### config.mk
export PLATFORM = sky130hd
export DESIGN_NAME = exec_issue_flat
export DESIGN_NICKNAME = d
export VERILOG_FILES = /design/src/rtl/exec_pkg.sv /design/src/rtl/exec_issue_if.sv /design/src/rtl/exec_decode.sv /design/src/rtl/exec_issue.sv /design/src/flat_wrapper.sv
export SDC_FILE = /design/constraint.sdc
export NUM_CORES = 1
export LEC_CHECK = 0
export BUFFER_PORTS_ARGS = -buffer_cell sky130_fd_sc_hd__clkbuf_2
export CORE_MARGIN = 5
export CORE_UTILIZATION = 45
export CTS_CLUSTER_SIZE = 16
export DETAILED_ROUTE_END_ITERATION = 10
export MAX_ROUTING_LAYER = met4
export PLACE_DENSITY = 0.83
export RECOVER_POWER = 25
export SETUP_SLACK_MARGIN = 0.05
export SLEW_MARGIN = 20
export SYNTH_ARGS = -nofsm -noshare
export SYNTH_HDL_FRONTEND = slang
export SYNTH_SLANG_ARGS = --single-unit
export TNS_END_PERCENT = 20
### constraint.sdc
create_clock -name clk -period 2.3 [get_ports clk]
set_clock_uncertainty 0.05 [all_clocks]
set_input_delay 0 -clock clk [delete_from_list [all_inputs] [get_ports clk]]
set_output_delay 0 -clock clk [all_outputs]
set_load 0.05 [all_outputs]
### src/rtl/exec_pkg.sv
// Shared RV32I issue/ALU definitions: opcodes, ALU control codes, issue packet.
package exec_pkg;

  localparam logic [6:0] OPC_OP     = 7'b0110011;
  localparam logic [6:0] OPC_OP_IMM = 7'b0010011;
  localparam logic [6:0] OPC_BRANCH = 7'b1100011;
  localparam logic [6:0] OPC_LUI    = 7'b0110111;
  localparam logic [6:0] OPC_AUIPC  = 7'b0010111;

  localparam logic [7:0] ALU_NONE = 8'h00;
  localparam logic [7:0] ALU_ADD  = 8'h01;
  localparam logic [7:0] ALU_SUB  = 8'h02;
  localparam logic [7:0] ALU_XOR  = 8'h03;
  localparam logic [7:0] ALU_OR   = 8'h04;
  localparam logic [7:0] ALU_AND  = 8'h05;
  localparam logic [7:0] ALU_EQ   = 8'h06;
  localparam logic [7:0] ALU_NE   = 8'h07;
  localparam logic [7:0] ALU_LT   = 8'h08;
  localparam logic [7:0] ALU_GE   = 8'h09;
  localparam logic [7:0] ALU_LTU  = 8'h0a;
  localparam logic [7:0] ALU_GEU  = 8'h0b;
  localparam logic [7:0] ALU_SLL  = 8'h0c;
  localparam logic [7:0] ALU_SRL  = 8'h0d;
  localparam logic [7:0] ALU_SRA  = 8'h0e;

  typedef struct packed {
    logic [31:0] din1;
    logic [31:0] din2;
    logic [7:0]  control;
    logic [4:0]  rd;
    logic        we;
    logic        branch;
    logic        illegal;
  } issue_pkt_t;

  typedef enum logic [1:0] {BUF_EMPTY, BUF_ONE, BUF_FULL} buf_state_e;

endpackage

### src/rtl/exec_issue_if.sv
// Fetch-side and execute-side handshake bundle of exec_issue.
interface exec_issue_if #(parameter int unsigned XLEN = 32);
  logic            in_valid;
  logic            in_ready;
  logic [31:0]     in_instr;
  logic [31:0]     in_pc;
  logic            out_valid;
  logic            out_ready;
  logic [XLEN-1:0] alu_din1;
  logic [XLEN-1:0] alu_din2;
  logic [7:0]      alu_control;
  logic [4:0]      out_rd;
  logic            out_we;
  logic            out_branch;
  logic            out_illegal;

  modport master (
    output in_valid, in_instr, in_pc, out_ready,
    input  in_ready, out_valid, alu_din1, alu_din2, alu_control,
           out_rd, out_we, out_branch, out_illegal
  );

  modport slave (
    input  in_valid, in_instr, in_pc, out_ready,
    output in_ready, out_valid, alu_din1, alu_din2, alu_control,
           out_rd, out_we, out_branch, out_illegal
  );
endinterface

### src/rtl/exec_decode.sv
// Combinational RV32I decoder for the ALU-class subset; unknown encodings issue as illegal.
module exec_decode
  import exec_pkg::*;
(
  input  logic [31:0] instr,
  input  logic [31:0] pc,
  input  logic [31:0] rs1_val,
  input  logic [31:0] rs2_val,
  output issue_pkt_t  pkt
);

  logic [6:0]  opc;
  logic [2:0]  f3;
  logic [6:0]  f7;
  logic [4:0]  rd;
  logic [31:0] imm_i;
  logic [31:0] imm_u;
  logic [31:0] shamt;
  logic        bad;
  logic        wr;

  assign opc   = instr[6:0];
  assign f3    = instr[14:12];
  assign f7    = instr[31:25];
  assign rd    = instr[11:7];
  assign imm_i = {{20{instr[31]}}, instr[31:20]};
  assign imm_u = {instr[31:12], 12'b0};
  assign shamt = {27'b0, instr[24:20]};

  always_comb begin
    pkt = '0;
    bad = 1'b0;
    wr  = 1'b0;
    case (opc)
      OPC_OP: begin
        pkt.din1 = rs1_val;
        pkt.din2 = rs2_val;
        wr       = 1'b1;
        if (f7 == 7'b0000000) begin
          case (f3)
            3'b000:  pkt.control = ALU_ADD;
            3'b001:  pkt.control = ALU_SLL;
            3'b010:  pkt.control = ALU_LT;
            3'b011:  pkt.control = ALU_LTU;
            3'b100:  pkt.control = ALU_XOR;
            3'b101:  pkt.control = ALU_SRL;
            3'b110:  pkt.control = ALU_OR;
            default: pkt.control = ALU_AND;
          endcase
        end else if (f7 == 7'b0100000 && f3 == 3'b000) begin
          pkt.control = ALU_SUB;
        end else if (f7 == 7'b0100000 && f3 == 3'b101) begin
          pkt.control = ALU_SRA;
        end else begin
          bad = 1'b1;
        end
      end
      OPC_OP_IMM: begin
        pkt.din1 = rs1_val;
        pkt.din2 = imm_i;
        wr       = 1'b1;
        case (f3)
          3'b000: pkt.control = ALU_ADD;
          3'b010: pkt.control = ALU_LT;
          3'b011: pkt.control = ALU_LTU;
          3'b100: pkt.control = ALU_XOR;
          3'b110: pkt.control = ALU_OR;
          3'b111: pkt.control = ALU_AND;
          3'b001: begin
            pkt.din2 = shamt;
            if (f7 == 7'b0000000) pkt.control = ALU_SLL;
            else                  bad = 1'b1;
          end
          default: begin
            pkt.din2 = shamt;
            if (f7 == 7'b0000000)      pkt.control = ALU_SRL;
            else if (f7 == 7'b0100000) pkt.control = ALU_SRA;
            else                       bad = 1'b1;
          end
        endcase
      end
      OPC_BRANCH: begin
        pkt.din1   = rs1_val;
        pkt.din2   = rs2_val;
        pkt.branch = 1'b1;
        case (f3)
          3'b000:  pkt.control = ALU_EQ;
          3'b001:  pkt.control = ALU_NE;
          3'b100:  pkt.control = ALU_LT;
          3'b101:  pkt.control = ALU_GE;
          3'b110:  pkt.control = ALU_LTU;
          3'b111:  pkt.control = ALU_GEU;
          default: bad = 1'b1;
        endcase
      end
      OPC_LUI: begin
        pkt.din2    = imm_u;
        pkt.control = ALU_ADD;
        wr          = 1'b1;
      end
      OPC_AUIPC: begin
        pkt.din1    = pc;
        pkt.din2    = imm_u;
        pkt.control = ALU_ADD;
        wr          = 1'b1;
      end
      default: bad = 1'b1;
    endcase

    if (bad) begin
      pkt         = '0;
      pkt.illegal = 1'b1;
    end else if (wr) begin
      pkt.rd = rd;
      pkt.we = (rd != 5'd0);
    end
  end

endmodule

### src/rtl/exec_issue.sv
// Issue stage: decode, optional writeback bypass (EXEC_ISSUE_FWD_EN), 2-entry output/skid buffer.
module exec_issue
  import exec_pkg::*;
#(
  parameter int unsigned XLEN = 32
) (
  input  logic            clk,
  input  logic            reset,
  input  logic            pause,
  exec_issue_if.slave     bus,
  output logic [4:0]      rs1_addr,
  output logic [4:0]      rs2_addr,
  input  logic [XLEN-1:0] rs1_data,
  input  logic [XLEN-1:0] rs2_data,
  input  logic            fwd_we,
  input  logic [4:0]      fwd_rd,
  input  logic [XLEN-1:0] fwd_data
);

  logic [31:0] rs1_val;
  logic [31:0] rs2_val;
  issue_pkt_t  dec_pkt;
  issue_pkt_t  out_q;
  issue_pkt_t  skid_q;
  buf_state_e  state;
  logic        in_ready;
  logic        accept;
  logic        drain;

  assign rs1_addr = bus.in_instr[19:15];
  assign rs2_addr = bus.in_instr[24:20];

`ifdef EXEC_ISSUE_FWD_EN
  assign rs1_val = (fwd_we && fwd_rd != 5'd0 && fwd_rd == rs1_addr) ? fwd_data : rs1_data;
  assign rs2_val = (fwd_we && fwd_rd != 5'd0 && fwd_rd == rs2_addr) ? fwd_data : rs2_data;
`else
  logic fwd_unused;
  assign fwd_unused = ^{fwd_we, fwd_rd, fwd_data};
  assign rs1_val    = rs1_data;
  assign rs2_val    = rs2_data;
`endif

  exec_decode u_decode (
    .instr   (bus.in_instr),
    .pc      (bus.in_pc),
    .rs1_val (rs1_val),
    .rs2_val (rs2_val),
    .pkt     (dec_pkt)
  );

  assign in_ready = !pause && (state != BUF_FULL);
  assign accept   = bus.in_valid && in_ready;
  assign drain    = !pause && (state != BUF_EMPTY) && bus.out_ready;

  // out_q always holds the oldest packet; skid_q is only occupied in BUF_FULL.
  always_ff @(posedge clk or negedge reset) begin
    if (!reset) begin
      state  <= BUF_EMPTY;
      out_q  <= '0;
      skid_q <= '0;
    end else if (!pause) begin
      case (state)
        BUF_EMPTY: begin
          if (accept) begin
            out_q <= dec_pkt;
            state <= BUF_ONE;
          end
        end
        BUF_ONE: begin
          if (accept && drain) begin
            out_q <= dec_pkt;
          end else if (accept) begin
            skid_q <= dec_pkt;
            state  <= BUF_FULL;
          end else if (drain) begin
            state <= BUF_EMPTY;
          end
        end
        BUF_FULL: begin
          if (drain) begin
            out_q <= skid_q;
            state <= BUF_ONE;
          end
        end
        default: state <= BUF_EMPTY;
      endcase
    end
  end

  assign bus.in_ready    = in_ready;
  assign bus.out_valid   = (state != BUF_EMPTY);
  assign bus.alu_din1    = out_q.din1;
  assign bus.alu_din2    = out_q.din2;
  assign bus.alu_control = out_q.control;
  assign bus.out_rd      = out_q.rd;
  assign bus.out_we      = out_q.we;
  assign bus.out_branch  = out_q.branch;
  assign bus.out_illegal = out_q.illegal;

endmodule

### src/flat_wrapper.sv
// flat-port wrapper written by rule: the top's interface ports become plain ports
module exec_issue_flat import exec_pkg::*;
#(
  parameter int unsigned XLEN = 32
)
  (clk, reset, pause, rs1_addr, rs2_addr, rs1_data, rs2_data, fwd_we, fwd_rd, fwd_data, bus_in_valid, bus_in_instr, bus_in_pc, bus_out_ready, bus_in_ready, bus_out_valid, bus_alu_din1, bus_alu_din2, bus_alu_control, bus_out_rd, bus_out_we, bus_out_branch, bus_out_illegal);
  exec_issue_if #(.XLEN(XLEN)) bus_i ();
  input  logic clk;
  input  logic reset;
  input  logic pause;
  output logic [4:0] rs1_addr;
  output logic [4:0] rs2_addr;
  input  logic [XLEN-1:0] rs1_data;
  input  logic [XLEN-1:0] rs2_data;
  input  logic fwd_we;
  input  logic [4:0] fwd_rd;
  input  logic [XLEN-1:0] fwd_data;
  input wire logic [$bits(bus_i.in_valid)-1:0] bus_in_valid;
  input wire logic [$bits(bus_i.in_instr)-1:0] bus_in_instr;
  input wire logic [$bits(bus_i.in_pc)-1:0] bus_in_pc;
  input wire logic [$bits(bus_i.out_ready)-1:0] bus_out_ready;
  output wire logic [$bits(bus_i.in_ready)-1:0] bus_in_ready;
  output wire logic [$bits(bus_i.out_valid)-1:0] bus_out_valid;
  output wire logic [$bits(bus_i.alu_din1)-1:0] bus_alu_din1;
  output wire logic [$bits(bus_i.alu_din2)-1:0] bus_alu_din2;
  output wire logic [$bits(bus_i.alu_control)-1:0] bus_alu_control;
  output wire logic [$bits(bus_i.out_rd)-1:0] bus_out_rd;
  output wire logic [$bits(bus_i.out_we)-1:0] bus_out_we;
  output wire logic [$bits(bus_i.out_branch)-1:0] bus_out_branch;
  output wire logic [$bits(bus_i.out_illegal)-1:0] bus_out_illegal;
  assign bus_i.in_valid = bus_in_valid;
  assign bus_i.in_instr = bus_in_instr;
  assign bus_i.in_pc = bus_in_pc;
  assign bus_i.out_ready = bus_out_ready;
  assign bus_in_ready = bus_i.in_ready;
  assign bus_out_valid = bus_i.out_valid;
  assign bus_alu_din1 = bus_i.alu_din1;
  assign bus_alu_din2 = bus_i.alu_din2;
  assign bus_alu_control = bus_i.alu_control;
  assign bus_out_rd = bus_i.out_rd;
  assign bus_out_we = bus_i.out_we;
  assign bus_out_branch = bus_i.out_branch;
  assign bus_out_illegal = bus_i.out_illegal;
  exec_issue #(.XLEN(XLEN)) u_core (.clk(clk), .reset(reset), .pause(pause), .bus(bus_i), .rs1_addr(rs1_addr), .rs2_addr(rs2_addr), .rs1_data(rs1_data), .rs2_data(rs2_data), .fwd_we(fwd_we), .fwd_rd(fwd_rd), .fwd_data(fwd_data));
endmodule
==> flow_summary.json <==
{
  "worst_r2r_endpoint": "u_core.bus.alu_din1[1]",
  "coreArea_sq_mm": 0.0166,
  "r2r_start": "u_core.state[0]",
  "cts_buffers": 17,
  "numClockSinks": 154,
  "clockRootBuffer": "clkbuf_16",
  "portBuffers": 220,
  "die_y_um": 140,
  "synth_common_cells": "dfrtp_1, nand2_1, a21oi_1, nor2_1, o31ai_1",
  "postCtsSetupBuffers": 0,
  "dp_cells": 1220,
  "post-synth-top-count-cell": "dfrtp_1",
  "drt-initial-drc-count": 931,
  "clock_latency_ps": 420,
  "synth-seq-cells": 154,
  "max_slew_margin": 0.119,
  "drive_gt1_frac": 0.266,
  "cts_tree": "yes",
  "clkTransAtPathRegs_ps": 60,
  "min_period_ps": 2230,
  "cp-end-kind": "flip-flop",
  "synthCells": 823,
  "drt-wirelength-per-cell_um": 20.0,
  "post-route-worst-setup-slack_ps": 70.4,
  "crit_type": "reg -> reg",
  "leakage_nw": 4.70,
  "synth_top_area_share": 0.506,
  "crit_start": "u_core.state[0]",
  "rrSetupSlack_ps": 70,
  "comb_power_share": 0.423,
  "rows": 47,
  "diodes": 0,
  "avgSynthCellArea_sq_um": 9.25,
  "path_max_fanout": 42,
  "routed_via_density": 6.07,
  "worstPathRequired_ps": 2570,
  "antenna_left": 0,
  "p_seq_frac": 0.328,
  "hold_class": "in -> reg",
  "rsz0062_at_grt": "yes",
  "ff2ff_path_depth": 6,
  "antenna_found_initial": 0,
  "yosysTopAreaCell": "dfrtp_1",
  "finalSetupViolations": 0,
  "die_area_sq_mm": 0.0196,
  "final_nets": 1313,
  "drt_wl_total_um": 27400,
  "synth_ff_type": "dfrtp_1",
  "seq_area_frac_synth": 0.506,
  "pre_cts_slack_ps": -80.3,
  "initial_core_util": 0.459,
  "hold_viol": 0,
  "synth_edf_count": 0,
  "hpwl_um": 16100,
  "fin_hold_ws_ps": 17.8,
  "gp_congestion": 0.909,
  "fin_util": 0.653,
  "slew_violations": 0,
  "ys_top_cells_by_area": "dfrtp_1, o31ai_1, a21oi_1",
  "drv_cap": 0,
  "power.density_mw_per_mm2": 1060,
  "max_stage_delay_ps": 490,
  "p_switching_mw": 5.23,
  "status": "finished, final reports clean",
  "syn2layout_area_growth_pct": 42.4,
  "worstSetupStartpointType": "flip-flop",
  "die_w_um": 140,
  "cts_buffer_depth": 2,
  "power_mw": 11.5,
  "fmax_mhz": 449,
  "critPathCapture": "u_core.bus.alu_din1[1]",
  "swShare": 0.455,
  "grt_usage": 0.281,
  "grt_pass1_vias": 8350,
  "fillers": 1294,
  "yosysWarnings": 0,
  "cp.arrival_ps": 2500,
  "vias": 8306,
  "critPathSlowestCell": "dfrtp_1",
  "grt_pass1_wl_um": 43300,
  "finalCritPeriodShare": 0.969,
  "grt_max_degree": 96,
  "htreeDepth": 4,
  "synth_area_sq_mm": 0.00761,
  "async_flop_share": 1.00,
  "yosysUniqueCellTypes": 51,
  "p_int_mw": 6.28,
  "drtPass1Iterations": 6,
  "path_cells": "nor2b_4, nand2_1, a21o_2, or3_2, buf_12, o22ai_1",
  "final_cells": 1369,
  "route.detailed.drc": 0,
  "ir_drop_uv": 735,
  "grt.overflow.total": 0,
  "top_level_ports": 263,
  "worstMarginPinSlew_ps": 1320,
  "clkPwrFrac": 0.249
}
## worst max-delay path, delay by kind of cell (launching register included)
family | cells | cell delay [ps]
AND/OR/NAND/NOR | 3 | 830
AO/OA/AOI/OAI | 2 | 550
flip-flops | 1 | 490
buffers and inverters | 1 | 220
## stage by stage
step           cell area [sq um]  setup TNS (ps)
2_1_floorplan               7620               0
3_3_place_gp                9080            -222
3_5_place_dp                9080           -2720
4_1_cts                    10900               0
5_1_grt                    10800               0
6_report                   10800               0
## logic make-up after synthesis
family / after synthesis / synth area share
xor+xnor: 1 / 0.00115
compound gates: 327 / 0.283
fa+ha+maj: 5 / 0.00822
other cells: 1 / 0.000493
simple gates: 238 / 0.138
flops: 154 / 0.506
buf+inv: 97 / 0.0628
## repair_timing
action | CTS | global route
resized for setup | 0 | 2
hold buffers | 118 | 0
hold endpoints to repair | 252 | 0
setup endpoints to repair | 0 | 20
## flip-flops by register name, indices dropped and copies added, names as in the netlist
| register | flops |
|---|---|
| u_core.skid_q | 76 |
| u_core.bus.alu_din1 | 32 |
| u_core.bus.alu_din2 | 32 |
| u_core.bus.out_rd | 5 |
| u_core.bus.alu_control | 4 |
| u_core.state | 2 |
| u_core.bus.out_branch | 1 |
| u_core.bus.out_illegal | 1 |
| u_core.bus.out_we | 1 |
## power groups by stage
stage          Clock (mW)  Combinational [mW]  Sequential [mW]
3_5_place_dp            0                4.69             3.78
5_1_grt              3.03                5.09             3.84
2_1_floorplan           0                1.17             5.94
6_report             2.86                4.87             3.77
4_1_cts              2.90                4.81             3.75
3_3_place_gp            0                4.61             3.77
## worst min path at each step
stage | startpoint | to | slack, ps | cells past startpoint
6_report | rs2_data[30] | u_core.bus.alu_din2[30] | 20 | 4
4_1_cts | bus_in_instr[24] | u_core.skid_q[20] | 0.4 | 3
2_1_floorplan | reset | u_core.bus.alu_control[0] | -350 | 0
3_3_place_gp | reset | u_core.bus.alu_din2[3] | -70 | 1
5_1_grt | rs2_data[3] | u_core.skid_q[19] | 30 | 4
3_5_place_dp | reset | u_core.bus.alu_din2[3] | -70 | 1
## area by class of cell
type	instances	area [sq um]	share of cell area
Multi-Input combinational cell	575	3330	0.307
Tap cell	220	275	0.0254
Inverter	5	18.8	0.00173
Sequential cell	154	3850	0.356
Timing Repair Buffer	384	2750	0.254
Clock buffer	20	457	0.0422
Clock inverter	11	146	0.0135
## layer usage
| metal | vias up | share of wire | GRT usage |
|---|---|---|---|
| li1 | 3660 | - | - |
| met1 | 3962 | 0.39 | 0.345 |
| met2 | 566 | 0.49 | 0.447 |
| met3 | 118 | 0.083 | 0.0620 |
| met4 | 0 | 0.043 | 0.127 |
| met5 | - | 0 | - |
## placed cells by master (no fill, tap or decap), drive strengths merged, types with 43 or more instances in the layout
cell type    netlist  final
a21oi             87     87
o31ai             69     69
nand2            100    100
a22oi             43     43
clkbuf            61    241
o22ai             62     62
nor2              83     83
dfrtp            154    154
dlygate4sd3        0    118
buf               31     45
Note: power is estimated with default switching activity, not from simulation.
